<file path="src/rtl/chnl_arbiter_pkg.sv">
// Shared definitions for the channel arbiter: index-width helper and FSM encoding.
package chnl_pkg;

    typedef enum logic {
        ST_IDLE   = 1'b0,
        ST_LOCKED = 1'b1
    } state_e;

    function automatic int unsigned clog2(input int unsigned n);
        int unsigned r;
        r = 0;
        while ((32'd1 << r) < n) begin
            r = r + 1;
        end
        return r;
    endfunction

endpackage

</file>
<file path="src/rtl/chnl_arbiter_if.sv">
// Producer-side and consumer-side stream signals of the channel arbiter.
interface chnl_arbiter_if #(
    parameter int unsigned N     = 4,
    parameter int unsigned WIDTH = 32,
    parameter int unsigned IDW   = chnl_pkg::clog2(N)
) ();

    logic [N-1:0]       i_val;
    logic [N-1:0]       i_rdy;
    logic [N-1:0]       i_last;
    logic [N*WIDTH-1:0] i_data;
    logic               o_val;
    logic               o_rdy;
    logic               o_last;
    logic [IDW-1:0]     o_id;
    logic [WIDTH-1:0]   o_data;

    modport slave (
        input  i_val, i_last, i_data, o_rdy,
        output i_rdy, o_val, o_last, o_id, o_data
    );

    modport master (
        output i_val, i_last, i_data, o_rdy,
        input  i_rdy, o_val, o_last, o_id, o_data
    );

endinterface

</file>
<file path="src/rtl/chnl_arbiter_rr_pick.sv">
// Combinational rotate-priority picker: first requester at or after ptr, wrapping modulo N.
module rr_pick
    import chnl_pkg::*;
#(
    parameter int unsigned N   = 4,
    parameter int unsigned IDW = clog2(N)
) (
    input  logic [N-1:0]   req,
    input  logic [IDW-1:0] ptr,
    output logic [N-1:0]   gnt,
    output logic [IDW-1:0] idx
);

    int unsigned    k;
    logic [IDW-1:0] kk;
    logic           found;

    always_comb begin
        gnt   = '0;
        idx   = '0;
        found = 1'b0;
        k     = 0;
        kk    = '0;
        for (int unsigned i = 0; i < N; i++) begin
            k = 32'(ptr) + i;
            if (k >= N) begin
                k = k - N;
            end
            kk = k[IDW-1:0];
            if (!found && req[kk]) begin
                found   = 1'b1;
                gnt[kk] = 1'b1;
                idx     = kk;
            end
        end
    end

endmodule

</file>
<file path="src/rtl/chnl_arbiter.sv">
// Packet-level round-robin arbiter: N valid/ready channels onto one registered output stage.
module chnl_arbiter
    import chnl_pkg::*;
#(
    parameter int unsigned N     = 4,
    parameter int unsigned WIDTH = 32
) (
    input logic           clk,
    input logic           rst,
    chnl_arbiter_if.slave bus
);

    localparam int unsigned IDW = clog2(N);

    state_e           state_q, state_d;
    logic [IDW-1:0]   ptr_q, ptr_d;
    logic [IDW-1:0]   owner_q, owner_d;
    logic             o_val_q, o_last_q;
    logic [IDW-1:0]   o_id_q;
    logic [WIDTH-1:0] o_data_q;

    logic             stage_en;
    logic [N-1:0]     pick_gnt;
    logic [IDW-1:0]   pick_idx;
    logic [N-1:0]     rdy;
    logic [IDW-1:0]   sel_id;
    logic             accept;
    logic             acc_last;
    logic [WIDTH-1:0] acc_data;

    function automatic logic [IDW-1:0] inc_mod(input logic [IDW-1:0] x);
        return (32'(x) == N - 1) ? '0 : x + 1'b1;
    endfunction

    rr_pick #(
        .N   (N),
        .IDW (IDW)
    ) u_pick (
        .req (bus.i_val),
        .ptr (ptr_q),
        .gnt (pick_gnt),
        .idx (pick_idx)
    );

    assign stage_en = bus.o_rdy || !o_val_q;
    assign acc_data = bus.i_data[32'(sel_id) * WIDTH +: WIDTH];

    always_comb begin
        state_d  = state_q;
        ptr_d    = ptr_q;
        owner_d  = owner_q;
        rdy      = '0;
        sel_id   = owner_q;
        accept   = 1'b0;
        acc_last = 1'b0;

        unique case (state_q)
            ST_IDLE: begin
                sel_id = pick_idx;
                rdy    = stage_en ? pick_gnt : '0;
            end
            ST_LOCKED: begin
                // Owner keeps the output even while it has nothing to send.
                rdy[owner_q] = stage_en;
            end
            default: ;
        endcase

        if (rst) begin
            rdy = '0;
        end
        accept   = |(bus.i_val & rdy);
        acc_last = bus.i_last[sel_id];

        unique case (state_q)
            ST_IDLE: begin
                if (accept) begin
                    if (acc_last) begin
                        ptr_d = inc_mod(sel_id);
                    end else begin
                        state_d = ST_LOCKED;
                        owner_d = sel_id;
                    end
                end
            end
            ST_LOCKED: begin
                if (accept && acc_last) begin
                    state_d = ST_IDLE;
                    ptr_d   = inc_mod(owner_q);
                end
            end
            default: state_d = ST_IDLE;
        endcase
    end

    always_ff @(posedge clk) begin
        if (rst) begin
            state_q  <= ST_IDLE;
            ptr_q    <= '0;
            owner_q  <= '0;
            o_val_q  <= 1'b0;
            o_last_q <= 1'b0;
            o_id_q   <= '0;
            o_data_q <= '0;
        end else begin
            state_q <= state_d;
            ptr_q   <= ptr_d;
            owner_q <= owner_d;
            if (accept) begin
                o_val_q  <= 1'b1;
                o_last_q <= acc_last;
                o_id_q   <= sel_id;
                o_data_q <= acc_data;
            end else if (stage_en) begin
                o_val_q <= 1'b0;
            end
        end
    end

    assign bus.i_rdy  = rdy;
    assign bus.o_val  = o_val_q;
    assign bus.o_last = o_last_q;
    assign bus.o_id   = o_id_q;
    assign bus.o_data = o_data_q;

endmodule

</file>
<file path="src/flat_wrapper.sv">
// flat-port wrapper written by rule: the top's interface ports become plain ports
module chnl_arbiter_flat import chnl_pkg::*;
#(
    parameter int unsigned N     = 4,
    parameter int unsigned WIDTH = 32
)
  (clk, rst, bus_i_val, bus_i_last, bus_i_data, bus_o_rdy, bus_i_rdy, bus_o_val, bus_o_last, bus_o_id, bus_o_data);
  chnl_arbiter_if #(.N(N), .WIDTH(WIDTH)) bus_i ();
  input logic clk;
  input logic rst;
  input wire logic [$bits(bus_i.i_val)-1:0] bus_i_val;
  input wire logic [$bits(bus_i.i_last)-1:0] bus_i_last;
  input wire logic [$bits(bus_i.i_data)-1:0] bus_i_data;
  input wire logic [$bits(bus_i.o_rdy)-1:0] bus_o_rdy;
  output wire logic [$bits(bus_i.i_rdy)-1:0] bus_i_rdy;
  output wire logic [$bits(bus_i.o_val)-1:0] bus_o_val;
  output wire logic [$bits(bus_i.o_last)-1:0] bus_o_last;
  output wire logic [$bits(bus_i.o_id)-1:0] bus_o_id;
  output wire logic [$bits(bus_i.o_data)-1:0] bus_o_data;
  assign bus_i.i_val = bus_i_val;
  assign bus_i.i_last = bus_i_last;
  assign bus_i.i_data = bus_i_data;
  assign bus_i.o_rdy = bus_o_rdy;
  assign bus_i_rdy = bus_i.i_rdy;
  assign bus_o_val = bus_i.o_val;
  assign bus_o_last = bus_i.o_last;
  assign bus_o_id = bus_i.o_id;
  assign bus_o_data = bus_i.o_data;
  chnl_arbiter #(.N(N), .WIDTH(WIDTH)) u_core (.clk(clk), .rst(rst), .bus(bus_i));
endmodule
</file>
<file path="config.mk">
export PLATFORM = sky130hd
export DESIGN_NAME = chnl_arbiter_flat
export DESIGN_NICKNAME = d
export VERILOG_FILES = /design/src/rtl/chnl_arbiter_pkg.sv /design/src/rtl/chnl_arbiter_if.sv /design/src/rtl/chnl_arbiter_rr_pick.sv /design/src/rtl/chnl_arbiter.sv /design/src/flat_wrapper.sv
export SDC_FILE = /design/constraint.sdc
export NUM_CORES = 1
export LEC_CHECK = 0
export ABC_AREA = 0
export BUFFER_PORTS_ARGS = -buffer_cell sky130_fd_sc_hd__buf_2
export CAP_MARGIN = 20
export CORE_MARGIN = 2
export CORE_UTILIZATION = 45
export CTS_CLUSTER_SIZE = 40
export DETAILED_ROUTE_END_ITERATION = 10
export PLACE_DENSITY = 0.87
export REMOVE_ABC_BUFFERS = 1
export SLEW_MARGIN = 20
export SYNTH_ARGS = -nofsm -noshare
export SYNTH_HDL_FRONTEND = slang
export SYNTH_SLANG_ARGS = --single-unit
</file>
<file path="constraint.sdc">
create_clock -name clk -period 9.7 [get_ports clk]
set_clock_uncertainty 0.15 [all_clocks]
set_input_delay 0.485 -clock clk [delete_from_list [all_inputs] [get_ports clk]]
set_output_delay 0.485 -clock clk [all_outputs]
set_load 0.02 [all_outputs]
</file>
==> reports/metrics.csv <==
stage,metric,value,unit
power_and_ir_drop,combinational share of power,69.4,%
worst_setup_path,nature of the critical path endpoint,flop,
synth,Syn. warnings,0,
sta,min cycle time layout,4.347,ns
global_routing,GR Util All Layers,24.50,%
synth,Commonest cells post-synth,"41 x dfxtp_1, 40 x a21oi_1, 40 x nand3_1",
worst_setup_path,register-to-register setup slack,5.35,ns
global_routing,vias in the first global route,3330,
clock_tree,Post-CTS Setup Inserts,0,
worst_setup_path,slowest cell delay on critical path,0.69,ns
sta,setup slack after layout,5.353,ns
floorplanning,# IOs,179,
floorplanning,FP Rows,31,
power_and_ir_drop,Clock Power Share,8.1,%
cells_and_area,share of layout cells above drive strength 1,48.67,%
routing,total number of vias,3433,
worst_setup_path,Worst Setup Path Type,flop to flop,
clock_tree,CTS sink count,41,
synth,count of cell types in the netlist,49,
synth,Syn Inst Count,331,
worst_setup_path,crit path buf inv count,2,
sta,TNS Setup,0,ns
power_and_ir_drop,P_sw,0.6252,mW
synth,leading area contributor after synthesis,dfxtp_1,
sta,Slew headroom,32.56,%
cells_and_area,Area Growth Syn to Fin,28.77,%
worst_setup_path,worst-path maximum fanout,39,
clock_tree,CTS buffer count,5,
sta,"Slew Viols, Final",0,
clock_tree,CTS max path bufs,2,
sta,RSZ-0062 raised after global routing,no,
floorplanning,Initial Util,45.95,%
synth,top-count cell post-synth,dfxtp_1,
routing,Routed Antenna Nets,0,
synth,Synth area leaders,"dfxtp_1 25%, mux4_2 25%, a21oi_1 6.1%",
hold_path,Hold Path Class,flop to flop,
global_routing,global-route wire length before repair,15350,um
cells_and_area,diodes inserted,0,
clock_tree,CTS Hold Bufs,0,
sta,fin crit share,44.81,%
synth,async set-reset flop share out of synthesis,0,%
synth,Synth Area per Inst,9.908,um^2
routing,drc violations,0,
synth,Post-synth EDFFs,0,
synth,register area share after synthesis,25.03,%
clock_tree,Clock Tree Root,clkbuf_8,
floorplanning,core area,0.007137,mm^2
synth,area of the mapped netlist,0.003279,mm^2
clock_tree,clock latency on the worst-skew pair,0.29,ns
cells_and_area,Final nets,637,
global_routing,initial antenna violation count,0,
sta,"Hold Violations, Final",0,
placement,# port buffers,178,
synth,top_reg_cell synth,dfxtp_1,
routing,Starting DRT DRC Count,237,
worst_setup_path,worst path arrival time,4.38,ns
worst_setup_path,Critical R2R Launch,u_core.ptr_q[0],
placement,routability cong.,0.9123,
worst_setup_path,Startpoint Class,flop,
synth,Yosys reg bits,41,
clock_tree,clock slew at reported path FFs,0.08,ns
floorplanning,die height,89.37,um
floorplanning,die area,0.007986,mm^2
power_and_ir_drop,Leak,1.809,nW
worst_setup_path,critical path's top delay family,compound AO/OA/AOI/OAI gates,
clock_tree,CTS tree,done,
placement,Place WS,5.368,ns
power_and_ir_drop,switching share of power,47.14,%
sta,Slew @ Worst Pin,1.008,ns
routing,Avg WL per Cell,17.20,um
power_and_ir_drop,Peak VDD IR,0.1804,mV
routing,DRT Wirelength,10080,um
synth,top cell type's share of synthesized area,25.03,%
status,status,"complete, no violations",
floorplanning,die width,89.37,um
clock_tree,H-tree depth,2,
power_and_ir_drop,Int Pwr,0.7009,mW
power_and_ir_drop,PwrDens,314.0,mW/mm^2
global_routing,largest net degree at the start of global routing,40,
routing,DR pass1 iterations,6,
worst_setup_path,CP max-delay cell,dfxtp_1,
sta,Final setup viols,0,
global_routing,grt ovf,0,
clock_tree,CTS-repair resized insts,0,
placement,DP HPWL,7546,um
worst_setup_path,WP data required,9.74,ns
worst_setup_path,CP Cell Sequence,"inv_1, ha_1, mux4_2, nor2b_1, a221oi_1, a31oi_4, a211oi_4, buf_4, a2111oi_0, a2111oi_2",
cells_and_area,final cell utilization of the core,59.17,%
sta,fmax,230.0,MHz
routing,Vias per Instance,5.858,
run,number of max-cap violations,0,
power_and_ir_drop,Flop pwr share,22.5,%
worst_setup_path,crit path from,u_core.ptr_q[0],
hold_path,hold path startpoint,u_core.bus.o_data[29],
through the flow:
| stage | std cells | hold slack (ns) | cell area, um^2 | power [mW] |
|---|---|---|---|---|
| floorplan | 298 | 0.3299 | 3083 | 0.9738 |
| global placement | 578 | 0.2980 | 4139 | 1.187 |
| detailed placement | 578 | 0.3038 | 4139 | 1.218 |
| CTS | 586 | 0.3130 | 4223 | 1.328 |
| global route | 586 | 0.3319 | 4223 | 1.420 |
| finish | 586 | 0.3111 | 4223 | 1.326 |
layer usage:
| metal | GRT usage, % | part of all wire [%] |
|---|---|---|
| met2 | 45.59 | 55 |
| met5 | 0 | 0 |
| met4 | 8.548 | 2.7 |
| met3 | 4.709 | 7.0 |
| met1 | 27.77 | 36 |
logic make-up (layout without fill, tap and decap cells):
kind of cell	count (synthesis)	in the layout	share of synthesized area [%]
compound gates	113	113	22.74
fa+ha+maj	12	12	4.578
buf+inv	42	198	7.020
flops	41	41	25.03
mux	43	43	26.90
simple gates	80	80	13.74
cells in the final DEF (no fill, tap or decap), types with 3 or more instances in the layout:
| master | n |
|---|---|
| a2111oi_0 | 3 |
| a21oi_1 | 40 |
| and2_1 | 6 |
| buf_2 | 178 |
| buf_4 | 3 |
| clkbuf_8 | 5 |
| dfxtp_1 | 41 |
| ha_1 | 12 |
| inv_1 | 9 |
| mux2i_1 | 6 |
| mux4_2 | 36 |
| nand2_1 | 12 |
| nand3_1 | 40 |
| nor2_1 | 6 |
| nor2b_1 | 3 |
| nor3b_1 | 3 |
| o21ai_0 | 10 |
| o21ai_1 | 29 |
| o22ai_1 | 3 |
registers in the layout, summed over array words and instances (netlist names), named ones only:
register / flops
u_core.bus.o_id: 2
u_core.bus.o_val: 1
u_core.ptr_q: 2
u_core.bus.o_data: 32
u_core.owner_q: 2
u_core.bus.o_last: 1
cell type report:
class / count / area [um^2]
timing repair buffer: 181 / 913.4
fill: 628 / 2914
multi-input combinational: 248 / 2247
clock inverter: 1 / 7.507
inverter: 9 / 33.78
sequential: 41 / 820.8
tap: 99 / 123.9
clock buffer: 7 / 76.32
worst paths after layout:
path	cells past startpoint	end
worst max-delay path	10	u_core.ptr_q[0]
worst min-delay path	2	u_core.bus.o_data[29]
worst max register to register	10	u_core.ptr_q[0]
worst min register to register	2	u_core.bus.o_data[29]
worst register-to-register path, delay by kind of cell, from the launching register on:
kind / cells / cell delay [ns]
DFF: 1 / 0.69
adders and majority gates: 1 / 0.55
muxes: 1 / 0.47
buffers and inverters: 2 / 0.70
and+or+nand+nor: 1 / 0.21
AOI/OAI and AO/OA: 5 / 1.47
power groups by stage:
stage | logic, mW | clock network (mW) | registers (mW)
3_3_place_gp | 0.892 | 0 | 0.295
3_5_place_dp | 0.918 | 0 | 0.301
5_1_grt | 0.998 | 0.115 | 0.307
4_1_cts | 0.922 | 0.109 | 0.297
2_1_floorplan | 0.600 | 0 | 0.374
6_report | 0.921 | 0.107 | 0.298
Note: power is estimated with default switching activity, not from simulation.
